File: src/rtl/ex_operand_stage_pkg.sv
// Shared definitions for the ID/EX operand stage: ALU opcode encodings and the
// hard-wired zero register number.
package ex_operand_stage_pkg;

   localparam int ALU_OP_BIT = 4;

   typedef enum logic [ALU_OP_BIT-1:0] {
      ALU_OP_ADD  = 4'd0,
      ALU_OP_SUB  = 4'd1,
      ALU_OP_AND  = 4'd2,
      ALU_OP_OR   = 4'd3,
      ALU_OP_XOR  = 4'd4,
      ALU_OP_NOR  = 4'd5,
      ALU_OP_SLT  = 4'd6,
      ALU_OP_SLTU = 4'd7,
      ALU_OP_SLL  = 4'd8,
      ALU_OP_SRL  = 4'd9,
      ALU_OP_SRA  = 4'd10,
      ALU_OP_LUI  = 4'd11
   } alu_op_e;

   localparam logic [4:0] REG_ZERO = 5'd0;

endpackage

File: src/rtl/ex_operand_stage_bypass_mux.sv
// Per-source operand resolver: picks the freshest value for one source register
// and flags a hazard. Build with EXOP_FORWARD_EN for the bypass network.
module ex_bypass_mux
   import ex_operand_stage_pkg::*;
#(
   parameter int REG_ADDR_W = 5,
   parameter int DATA_W     = 32
)(
   input  logic [REG_ADDR_W-1:0] addr,
   input  logic                  used,
   input  logic [DATA_W-1:0]     rf_data,
   input  logic                  ex_we,
   input  logic                  ex_load,
   input  logic [REG_ADDR_W-1:0] ex_addr,
   input  logic [DATA_W-1:0]     ex_data,
   input  logic                  mem_we,
   input  logic                  mem_load,
   input  logic [REG_ADDR_W-1:0] mem_addr,
   input  logic [DATA_W-1:0]     mem_data,
   input  logic                  wb_we,
   input  logic [REG_ADDR_W-1:0] wb_addr,
   input  logic [DATA_W-1:0]     wb_data,
   output logic [DATA_W-1:0]     data,
   output logic                  hazard
);

   logic live;
   logic ex_hit;
   logic mem_hit;
   logic wb_hit;

   // Register zero is never a dependency, whatever the writers claim.
   assign live    = used && (addr != REG_ADDR_W'(REG_ZERO));
   assign ex_hit  = ex_we  && (ex_addr  == addr);
   assign mem_hit = mem_we && (mem_addr == addr);
   assign wb_hit  = wb_we  && (wb_addr  == addr);

`ifdef EXOP_FORWARD_EN
   always_comb begin
      data = rf_data;
      if (live && ex_hit && !ex_load) begin
         data = ex_data;
      end else if (live && mem_hit && !mem_load) begin
         data = mem_data;
      end else if (live && wb_hit) begin
         data = wb_data;
      end
   end

   assign hazard = live && ((ex_hit && ex_load) || (mem_hit && mem_load));
`else
   logic unused_fwd;

   assign data       = rf_data;
   assign hazard     = live && (ex_hit || mem_hit || wb_hit);
   assign unused_fwd = ^{ex_load, ex_data, mem_load, mem_data, wb_data};
`endif

endmodule

File: src/rtl/ex_operand_stage.sv
// ID/EX pipeline register with operand bypass, load-use stall and flush,
// feeding the combinational ALU. EXOP_FORWARD_EN enables the bypass network.
module ex_operand_stage
   import ex_operand_stage_pkg::*;
#(
   parameter int REG_ADDR_W = 5,
   parameter int DATA_W     = 32,
   parameter int SHAMT_W    = 5
)(
   input  logic                  clk,
   input  logic                  rst,
   input  logic                  in_valid,
   output logic                  in_ready,
   input  logic [ALU_OP_BIT-1:0] in_op,
   input  logic [REG_ADDR_W-1:0] in_rs_addr,
   input  logic [REG_ADDR_W-1:0] in_rt_addr,
   input  logic                  in_rs_used,
   input  logic                  in_rt_used,
   input  logic [DATA_W-1:0]     in_rs_data,
   input  logic [DATA_W-1:0]     in_rt_data,
   input  logic [DATA_W-1:0]     in_imm,
   input  logic                  in_use_imm,
   input  logic [SHAMT_W-1:0]    in_shamt,
   input  logic [REG_ADDR_W-1:0] in_rd_addr,
   input  logic                  in_reg_we,
   input  logic                  in_mem_read,
   input  logic                  flush,
   input  logic                  ex_ready,
   input  logic [DATA_W-1:0]     ex_res,
   input  logic                  mem_we,
   input  logic                  mem_load,
   input  logic [REG_ADDR_W-1:0] mem_addr,
   input  logic [DATA_W-1:0]     mem_data,
   input  logic                  wb_we,
   input  logic [REG_ADDR_W-1:0] wb_addr,
   input  logic [DATA_W-1:0]     wb_data,
   output logic                  out_valid,
   output logic [ALU_OP_BIT-1:0] out_op,
   output logic [DATA_W-1:0]     out_data_x,
   output logic [DATA_W-1:0]     out_data_y,
   output logic [SHAMT_W-1:0]    out_shamt,
   output logic [REG_ADDR_W-1:0] out_rd_addr,
   output logic                  out_reg_we,
   output logic                  out_mem_read
);

   logic                  valid_reg;
   logic [ALU_OP_BIT-1:0] op_reg;
   logic [DATA_W-1:0]     data_x_reg;
   logic [DATA_W-1:0]     data_y_reg;
   logic [SHAMT_W-1:0]    shamt_reg;
   logic [REG_ADDR_W-1:0] rd_addr_reg;
   logic                  reg_we_reg;
   logic                  mem_read_reg;

   logic                  advance;
   logic                  hazard;
   logic                  ex_we;
   logic [1:0]            src_hazard;
   logic [REG_ADDR_W-1:0] src_addr [2];
   logic                  src_used [2];
   logic [DATA_W-1:0]     src_rf   [2];
   logic [DATA_W-1:0]     src_sel  [2];

   assign src_addr[0] = in_rs_addr;
   assign src_addr[1] = in_rt_addr;
   assign src_used[0] = in_rs_used;
   // An immediate operand replaces rt, so rt can never create a dependency then.
   assign src_used[1] = in_rt_used && !in_use_imm;
   assign src_rf[0]   = in_rs_data;
   assign src_rf[1]   = in_rt_data;
   assign ex_we       = valid_reg && reg_we_reg;

   generate
      for (genvar gi = 0; gi < 2; gi++) begin : g_src
         ex_bypass_mux #(
            .REG_ADDR_W (REG_ADDR_W),
            .DATA_W     (DATA_W)
         ) u_mux (
            .addr     (src_addr[gi]),
            .used     (src_used[gi]),
            .rf_data  (src_rf[gi]),
            .ex_we    (ex_we),
            .ex_load  (mem_read_reg),
            .ex_addr  (rd_addr_reg),
            .ex_data  (ex_res),
            .mem_we   (mem_we),
            .mem_load (mem_load),
            .mem_addr (mem_addr),
            .mem_data (mem_data),
            .wb_we    (wb_we),
            .wb_addr  (wb_addr),
            .wb_data  (wb_data),
            .data     (src_sel[gi]),
            .hazard   (src_hazard[gi])
         );
      end
   endgenerate

   assign hazard   = |src_hazard;
   assign advance  = !valid_reg || ex_ready;
   assign in_ready = advance && !hazard && !flush;

   always_ff @(posedge clk) begin
      if (rst) begin
         valid_reg    <= 1'b0;
         op_reg       <= '0;
         data_x_reg   <= '0;
         data_y_reg   <= '0;
         shamt_reg    <= '0;
         rd_addr_reg  <= '0;
         reg_we_reg   <= 1'b0;
         mem_read_reg <= 1'b0;
      end else if (flush) begin
         valid_reg <= 1'b0;
      end else if (advance) begin
         // A hazard turns this slot into a bubble; the payload is then don't-care.
         valid_reg    <= in_valid && !hazard;
         op_reg       <= in_op;
         data_x_reg   <= src_sel[0];
         data_y_reg   <= in_use_imm ? in_imm : src_sel[1];
         shamt_reg    <= in_shamt;
         rd_addr_reg  <= in_rd_addr;
         reg_we_reg   <= in_reg_we;
         mem_read_reg <= in_mem_read;
      end
   end

   assign out_valid    = valid_reg;
   assign out_op       = op_reg;
   assign out_data_x   = data_x_reg;
   assign out_data_y   = data_y_reg;
   assign out_shamt    = shamt_reg;
   assign out_rd_addr  = rd_addr_reg;
   assign out_reg_we   = reg_we_reg;
   assign out_mem_read = mem_read_reg;

endmodule

File: config.mk
export PLATFORM = sky130hd
export DESIGN_NAME = ex_operand_stage
export DESIGN_NICKNAME = d
export VERILOG_FILES = /design/src/rtl/ex_operand_stage_pkg.sv /design/src/rtl/ex_operand_stage_bypass_mux.sv /design/src/rtl/ex_operand_stage.sv
export SDC_FILE = /design/constraint.sdc
export NUM_CORES = 1
export LEC_CHECK = 0
export CAP_MARGIN = 20
export CORE_AREA = 2 2 126 128
export CTS_CLUSTER_SIZE = 14
export DETAILED_ROUTE_END_ITERATION = 8
export DIE_AREA = 0 0 128 130
export SKIP_LAST_GASP = 1
export SYNTH_ARGS = -nofsm -noshare
export SYNTH_HDL_FRONTEND = slang
export SYNTH_SLANG_ARGS = --single-unit
File: constraint.sdc
create_clock -name clk -period 2.1 [get_ports clk]
set_input_delay 0.42 -clock clk [delete_from_list [all_inputs] [get_ports clk]]
set_output_delay 0.42 -clock clk [all_outputs]
set_load 0.01 [all_outputs]
# Word level (Yosys, flattened, before mapping)
# Cells that the tools add are included.
[classes] eq_ne=6 reduce_logical=29 n_bitwise=1 mux=1
[ops] operator="$mux 32" count=1
[ops] operator="$eq 5x5->1" count=6
[ops] operator="$logic_and 1x1->1" count=15
[ops] operator="$reduce_bool 5->1" count=2
[ops] operator="$logic_or 1x1->1" count=5
[ops] operator="$logic_not 1->1" count=4
[ops] operator="$reduce_or 2->1" count=2
[ops] operator="$reduce_and 2->1" count=1
[ops] operator="$not 1->1" count=1
[word_totals] ff_bits=81 word_cells=45

# Logic depth before layout (Yosys ltp)
# Gate-level depths: netlist (run 1).
[depth] ltp_word=9 ltp_mapped=6

# Hierarchy
# From an unflattened synthesis (run 1), not the netlist that was laid out.
[hier_totals] hier_cells=450 hier_area_um2=4219.0
[by_module_without_submodules] mod="ex_operand_stage" instances=1 cells_each=338 area_per_inst_um2=3345.7
[by_module_without_submodules] mod="ex_bypass_mux" instances=2 cells_each=56 area_per_inst_um2=436.7

# Worst setup path after synthesis (run 1)
# OpenSTA, ideal clock, no wires.
[synth_path] path_type="in2out" start="input in_rs_addr[0]" end="output in_ready" stages=5 path_buffers=0 setup_slack_ns=0.203 arrival_time_ns=1.477 t_required_ns=1.680 cell_sequence="or4_1 > o21ai_1 > a31oi_1 > a41o_1 > nor2_1"
[synth_between] elab_chain_len=9
[synth_lines] item="start, declared" line="ex_operand_stage.sv:15" rtl="input logic [REG_ADDR_W-1:0] in_rs_addr,"
[synth_lines] item="$eq 5x5->1, on equally long branches" line="ex_operand_stage_bypass_mux.sv:34, ex_operand_stage_bypass_mux.sv:35"
[synth_lines] item="$logic_and 1x1->1, on equally long branches" line="ex_operand_stage_bypass_mux.sv:34, ex_operand_stage_bypass_mux.sv:35"
[synth_lines] item="$logic_or 1x1->1 (2 in series)" line="ex_operand_stage_bypass_mux.sv:55" rtl="assign hazard = live && (ex_hit || mem_hit || wb_hit);"
[synth_lines] item="$logic_and 1x1->1 *" line="ex_operand_stage_bypass_mux.sv:55"
[synth_lines] item="$reduce_or 2->1 *" line="ex_operand_stage.sv:100" rtl="assign hazard = |src_hazard;"
[synth_lines] item="$logic_not 1->1 *" line="ex_operand_stage.sv:102" rtl="assign in_ready = advance && !hazard && !flush;"
[synth_lines] item="$logic_and 1x1->1 * (2 in series)" line="ex_operand_stage.sv:102"
[synth_lines] item="end, declared" line="ex_operand_stage.sv:13" rtl="output logic in_ready,"
# Every way passes the cells marked *; elsewhere a longest branch is shown, timed or not.

# Worst setup path after layout (run 1)
[layout_path] start="input mem_addr[2]" end="output in_ready"
[layout_between] elab_chain_len=9
[layout_lines] item="start, declared" line="ex_operand_stage.sv:32" rtl="input logic [REG_ADDR_W-1:0] mem_addr,"
[layout_lines] item="$eq 5x5->1" line="ex_operand_stage_bypass_mux.sv:35" rtl="assign mem_hit = mem_we && (mem_addr == addr);"
[layout_lines] item="$logic_and 1x1->1" line="ex_operand_stage_bypass_mux.sv:35"
[layout_lines] item="$logic_or 1x1->1 (2 in series)" line="ex_operand_stage_bypass_mux.sv:55"
[layout_lines] item="$logic_and 1x1->1" line="ex_operand_stage_bypass_mux.sv:55"
[layout_lines] item="$reduce_or 2->1 *" line="ex_operand_stage.sv:100"
[layout_lines] item="$logic_not 1->1 *" line="ex_operand_stage.sv:102"
[layout_lines] item="$logic_and 1x1->1 * (2 in series)" line="ex_operand_stage.sv:102"
# Marks and branches as above.

==> results of run 1 <==
[cells in the final DEF (no fill, tap or decap), types with 2 or more instances in the layout]
cell,netlist,layout
a211oi_1,32,32
a21oi_1,48,48
buf_12,0,3
buf_2,13,8
buf_4,0,22
clkbuf_16,0,9
clkdlybuf4s50_1,0,200
clkinv_2,0,2
dfxtp_1,81,79
dfxtp_2,0,2
dlygate4sd2_1,0,14
mux2i_1,32,32
nand2_1,97,97
nand3_1,5,5
nand4_1,2,2
nor2_1,35,35
nor4_1,6,5
xnor2_1,6,6
xor2_1,24,24
[tightest hold or removal path: stages, from the launching register on]
cell     delay, ns
dfxtp_1       0.31
nand2_1       0.05
a21oi_1       0.05
[final timing paths]
path	cells past startpoint	to	startpoint
setup / recovery	8	in_ready	mem_addr[2]
hold / removal	2	out_op[2]	out_op[2]
setup reg to reg	9	out_valid	out_rd_addr[1]
hold reg to reg	2	out_op[2]	out_op[2]
[power breakdown]
part           leakage [nW]  internal, mW  total, mW  switching, mW
combinational          1.71         0.543      0.914          0.371
clock                 0.144         0.944       1.56          0.621
sequential            0.671          1.64       1.70         0.0577
[state kept, by name, summed over array words and instances (netlist names)]
register      cells
out_data_x       32
out_data_y       32
out_mem_read      1
out_op            4
out_rd_addr       5
out_reg_we        1
out_shamt         5
out_valid         1
[cell type report]
cell class / count / area share
Timing Repair Buffer: 249 / 0.3820
Inverter: 1 / 0.0005948
Sequential cell: 81 / 0.2573
Clock buffer: 10 / 0.03787
Multi-Input combinational cell: 297 / 0.2752
Tap cell: 192 / 0.03806
Clock inverter: 5 / 0.008921
[cell families (layout without fill, tap and decap cells)]
| family | Yosys count | after routing |
|---|---|---|
| flops | 81 | 81 |
| simple gates | 151 | 151 |
| mux | 32 | 32 |
| xor+xnor | 30 | 30 |
| buf+inv | 31 | 265 |
| compound gates | 84 | 84 |
[timing repair]
item / CTS / global route
endpoints found under the setup margin: 1 / 1
pin swaps: 13 / 3
resized for setup: 43 / 2
setup buffers: 3 / 0
[per-layer routing]
metal | vias up | global-route usage
met5 | - | 0
met4 | 0 | 0.05495
met3 | 10 | 0.03772
met2 | 131 | 0.2422
met1 | 1691 | 0.1672
li1 | 1853 | -
==> run summary, run 1 <==
Status: complete, but fails checks
Failing checks: negative setup slack
Worst slew pin tran: 0.5464 ns
Total grt overflow: 0
Mapped Avg Cell Area: 8.480 um^2
Mapped Area: 3468 um^2
Hold Vio Cnt, Final: 0
Final RePlAce weighted congestion: 0.8464
WP buf/inv: 2
Drt total wl: 11930 um
Design area: 6311 um^2
Via-to-Cell Ratio: 4.413
Crit path capture type: output pin
Place WS: -0.8032 ns
Post-Route M1 WL: 4996 um
Period minus WS final: 2.290 ns
CTS Hold Bufs: 0
Tcrit/Tclk final: 1.090
Yosys reg bits: 81
Rows: 46
Synth top cells by count: nand2_1 (97), dfxtp_1 (81), a21oi_1 (48), nor2_1 (35)
Syn Nets: 648
Slowest CP cell: nor4_1
Post-synth top area share: 0.4675
Pwr Total: 4.179 mW
Placed cells: 817
CP Data Arrival Time: 1.87 ns
Maximum buffer depth of the clock tree: 2
PwrDens: 662.2 nW/um^2
Max VDD drop: 0.3373 mV
Share of layout cells above drive strength 1: 0.08865
Routed len/inst: 14.29 um
F_max: 436.7 MHz
Port Buf Inserts: 223
Critical Path Max Stage Delay: 0.28 ns
Drt pass-1 iters: 4
CP delay by family, top: simple AND/OR/NAND/NOR gates
# fillers: 1571
Most common cell in the netlist: nand2_1
Worst min path class: reg2reg
GRT Total Usage: 0.1404
Top cells by area, synth: dfxtp_1 (47%), nand2_1 (10%), mux2i_1 (9.2%), a21oi_1 (6.9%), a211oi_1 (6.9%)
Cts bufs inserted: 9
Die area: 16640 um^2
Number of global-route vias before repair: 3647
Worst setup path category: in2out
Area growth, synth to finish: 81.96%
Area of the multi-input gates: 1737 um^2
Storage cell area: 1624 um^2
Largest family of logic cells by synthesized area: simple AND/OR/NAND/NOR gates
Ordered list of cells on the worst path: dlygate4sd2_1 -> xor2_1 -> nor4_1 -> nand3_1 -> a31oi_2 -> a41o_1 -> nor2_1 -> buf_2
YS warnings: 0
Post-Synth Adder-Cell Area: 0
Skew-Pair Late Insertion Delay: 0.33 ns
Initial antenna violation count: 0
Post-DP Area: 6022 um^2
Relative max-transition margin: 0.6358
Crit start category: primary input
Async SR Flop Fraction: 0
Initial core utilization: 0.2249
Crit Path Max Fanout: 2
DR DRC count: 0
Max Cap Viol: 0
Post-synthesis sequential area ratio: 0.4675
HPWL after DPL: 8879 um
Root Driver: clkbuf_16
Cells after synthesis: 409
Reg2reg setup slack: 0.32 ns
Setup violators final: 1
Highest metal layer with signal wires: met4
Number of routed nets with antenna violations: 0
Top_reg_cell synth: dfxtp_1
Num Clock Sinks: 81
Core Area: 15420 um^2
RSZ-0062 raised after global routing: true
Fin Setup TNS: -0.1900 ns
Worst-path clk slew: 0.06 ns
EDFF count, synth: 0
Diodes inserted: 0
Metal3 WL: 835 um
Nets: 878
Via count: 3685
Post-Synth XOR/XNOR Area: 0.07576
Largest net degree at the start of global routing: 83
Unique masters post-synth: 24
Final Worst Setup Slack: -0.1900 ns
Simple-gate portion of the synthesized area: 0.1768
Die Wd: 128 um
Max-slew violation count: 0
Leading area contributor after synthesis: dfxtp_1
DRT iter0 DRCs: 99
Met2 Wirelength: 5961 um
WHS: 0.4524 ns
Die Ht: 130 um
H-tree levels: 3
Worst Skew: 0.004564 ns
Finished Core Util: 0.4092
Mux cell area share after synthesis: 0.09235
Synth Area in Compound Gates: 0.1494
WP data required: 1.68 ns
TritonCTS clock tree: done
First-pass GRT wire length: 18560 um
Final cell count without fillers: 835
Leak: 2.522 nW
Ports: 321
No activity file was read; power rests on OpenSTA's default activity.
==> run 2, diff against run 1 <==
--- a/config.mk
+++ b/config.mk
@@ -6,10 +6,11 @@
 export NUM_CORES = 1
 export LEC_CHECK = 0
 export CAP_MARGIN = 20
-export CORE_AREA = 2 2 126 128
+export CORE_AREA = 2 2 124 126
+export CTS_BUF_LIST = sky130_fd_sc_hd__clkbuf_4
 export CTS_CLUSTER_SIZE = 14
 export DETAILED_ROUTE_END_ITERATION = 8
-export DIE_AREA = 0 0 128 130
+export DIE_AREA = 0 0 126 128
 export SKIP_LAST_GASP = 1
 export SYNTH_ARGS = -nofsm -noshare
 export SYNTH_HDL_FRONTEND = slang
==> run summary, run 2 (same netlist as run 1, synthesis figures left out) <==
Worst-path clk slew: 0.13 ns (+0.07 ns)
Ordered list of cells on the worst path: clkdlybuf4s50_1 -> xor2_1 -> nor4_1 -> nand3_1 -> a31oi_1 -> a41o_1 -> nor2_1 -> buf_2
Num Clock Sinks: 81 (unchanged)
Final RePlAce weighted congestion: 0.9105 (+7.6%)
Drt pass-1 iters: 4 (unchanged)
Largest net degree at the start of global routing: 83 (unchanged)
Final Worst Setup Slack: -0.2132 ns (-0.02326 ns)
Most frequent cells in the layout: clkdlybuf4s50_1 (203), nand2_1 (97), dfxtp_1 (78)
Ports: 321 (unchanged)
Worst slew pin tran: 0.5409 ns (-0.005466 ns)
Drt total wl: 11580 um (-3.0%)
Clock Power Share: 0.260 (-0.114)
Via count: 3668 (-0.46%)
Maximum buffer depth of the clock tree: 2 (unchanged)
Number of global-route vias before repair: 3705 (+1.6%)
Failing checks: negative setup slack
Die Ht: 128 um (-1.5%)
WP data required: 1.68 ns (about the same)
Commonest non-fill, non-tap cell in the layout: clkdlybuf4s50_1
Worst setup path category: in2out
Via-to-Cell Ratio: 4.425 (+0.26%)
Max Cap Viol: 0 (unchanged)
Slowest CP cell: clkdlybuf4s50_1
Max-slew violation count: 0 (unchanged)
Area growth, synth to finish: 77.34%
Status: complete, but fails checks
Rows: 45 (-2.2%)
Leak: 2.455 nW (-2.7%)
Worst Skew: 0.01289 ns (+0.008331 ns)
F_max: 432.3 MHz (-1.0%)
Nets: 875 (-0.34%)
CP Data Arrival Time: 1.89 ns (+0.02 ns)
# fillers: 1525 (-2.9%)
Comb power frac: 0.259 (+0.040)
Root Driver: clkbuf_4
Port Buf Inserts: 223 (unchanged)
HPWL after DPL: 8649 um (-2.6%)
Initial antenna violation count: 1 (+1)
H-tree levels: 3 (unchanged)
Design area: 6151 um^2 (-2.5%)
Post-DP Area: 6002 um^2 (-0.33%)
First-pass GRT wire length: 18330 um (-1.3%)
Tcrit/Tclk final: 1.102 (+0.01107)
Total grt overflow: 0 (unchanged)
Cts bufs inserted: 9 (unchanged)
Crit start category: primary input
Crit Path Max Fanout: 2 (unchanged)
Critical Path Max Stage Delay: 0.46 ns (+0.18 ns)
RSZ-0062 raised after global routing: true
P_sw: 0.9714 mW (-7.4%)
Period minus WS final: 2.313 ns (+0.02326 ns)
TritonCTS clock tree: done
Die area: 16130 um^2 (-3.1%)
Number of routed nets with antenna violations: 0 (unchanged)
GRT Total Usage: 0.1415 (+0.001127)
Setup violators final: 1 (unchanged)
Routed len/inst: 13.97 um (-2.3%)
Initial core utilization: 0.2333 (+0.008479)
DR DRC count: 0 (unchanged)
Core Area: 14860 um^2 (-3.6%)
Int Power: 2.556 mW (-18%)
Pwr Total: 3.527 mW (-16%)
Hold Vio Cnt, Final: 0 (unchanged)
Max VDD drop: 0.3392 mV (+0.56%)
Die Wd: 126 um (-1.6%)
Crit path capture type: output pin
PwrDens: 573.5 nW/um^2 (-13%)
Skew-Pair Late Insertion Delay: 0.44 ns (+0.11 ns)
Switching share of total power: 0.2754 (+0.02431)
DRT iter0 DRCs: 106 (+7.1%)
Flop pwr share: 0.481 (+0.074)
Worst min path class: reg2reg
Relative max-transition margin: 0.6394 (+0.003644)
Share of layout cells above drive strength 1: 0.07813 (-0.01052)
[run 2: cell types whose count changed in the layout (fill, tap and decap cells not counted), sizes merged]
cell	delta
buf	-7
inv	+1
clkdlybuf4s15	-1
diode	+1
dlymetal6s2s	+2
clkdlybuf4s50	+3
clkinvlp	-1
[run 2: metrics by stage]
stage	setup WS (ns)	hold slack, ns	TNS, ns	cells	utilization
final	-0.2132	0.4626	-0.2132	829	0.4138
after global routing	-0.3581	0.4533	-0.3581	829	0.4138
after CTS	-0.2494	0.4307	-0.2494	827	0.4118
after detailed placement	-0.8053	0.4496	-0.9674	811	0.4038
after global placement	-0.8196	0.4420	-0.9989	811	0.4038
after floorplan	0.2027	0.4805	0	409	-
[run 2: power groups by stage]
| stage | Combinational (mW) | Sequential, mW | Clock, mW |
|---|---|---|---|
| after floorplan | 0.283 | 1.78 | 0 |
| after global placement | 0.917 | 1.73 | 0 |
| after detailed placement | 0.926 | 1.73 | 0 |
| after CTS | 0.920 | 1.70 | 0.983 |
| after global routing | 0.989 | 1.71 | 1.05 |
| final | 0.913 | 1.70 | 0.917 |
[run 2: critical path, delay by kind of cell]
| family | cells | cell delay (ns) |
|---|---|---|
| buffers and inverters | 2 | 0.59 |
| AO/OA/AOI/OAI | 2 | 0.36 |
| AND/OR/NAND/NOR | 3 | 0.34 |
| XOR/XNOR | 1 | 0.17 |
[run 2: worst paths after layout]
| check | start | endpoint | slack, ns | depth (start not counted) |
|---|---|---|---|---|
| setup reg to reg | out_rd_addr[0] | out_valid | 0.48 | 8 |
| setup / recovery | mem_addr[2] | in_ready | -0.21 | 8 |
| hold / removal | out_data_x[3] | out_data_x[3] | 0.46 | 2 |
| hold reg to reg | out_data_x[3] | out_data_x[3] | 0.46 | 2 |
[run 2: routing by layer]
metal	global-route usage	share of wire	up-vias	wire length, um
met2	0.2419	0.48	146	5553
li1	-	-	1845	-
met1	0.1611	0.42	1659	4807
met5	0	0	-	0
met3	0.05134	0.087	18	1010
met4	0.05624	0.018	0	208
[run 2: layout make-up]
class                      count  area (um^2)  share of cell area
timing repair buffer         246         2414              0.3924
multi-input combinational    297         1737              0.2823
sequential                    81         1628              0.2646
tap                          188        235.2             0.03824
clock buffer                  10        75.07             0.01221
clock inverter                 5        56.30            0.009154
inverter                       1        3.754           0.0006103
antenna                        1        2.502           0.0004068
[run 2: timing repair]
action                     4_1_cts  5_1_grt
setup buffers                    1        1
hold buffers                     0        0
gates resized for setup         26        5
pin swaps                       11        6
setup endpoints to repair        1        1
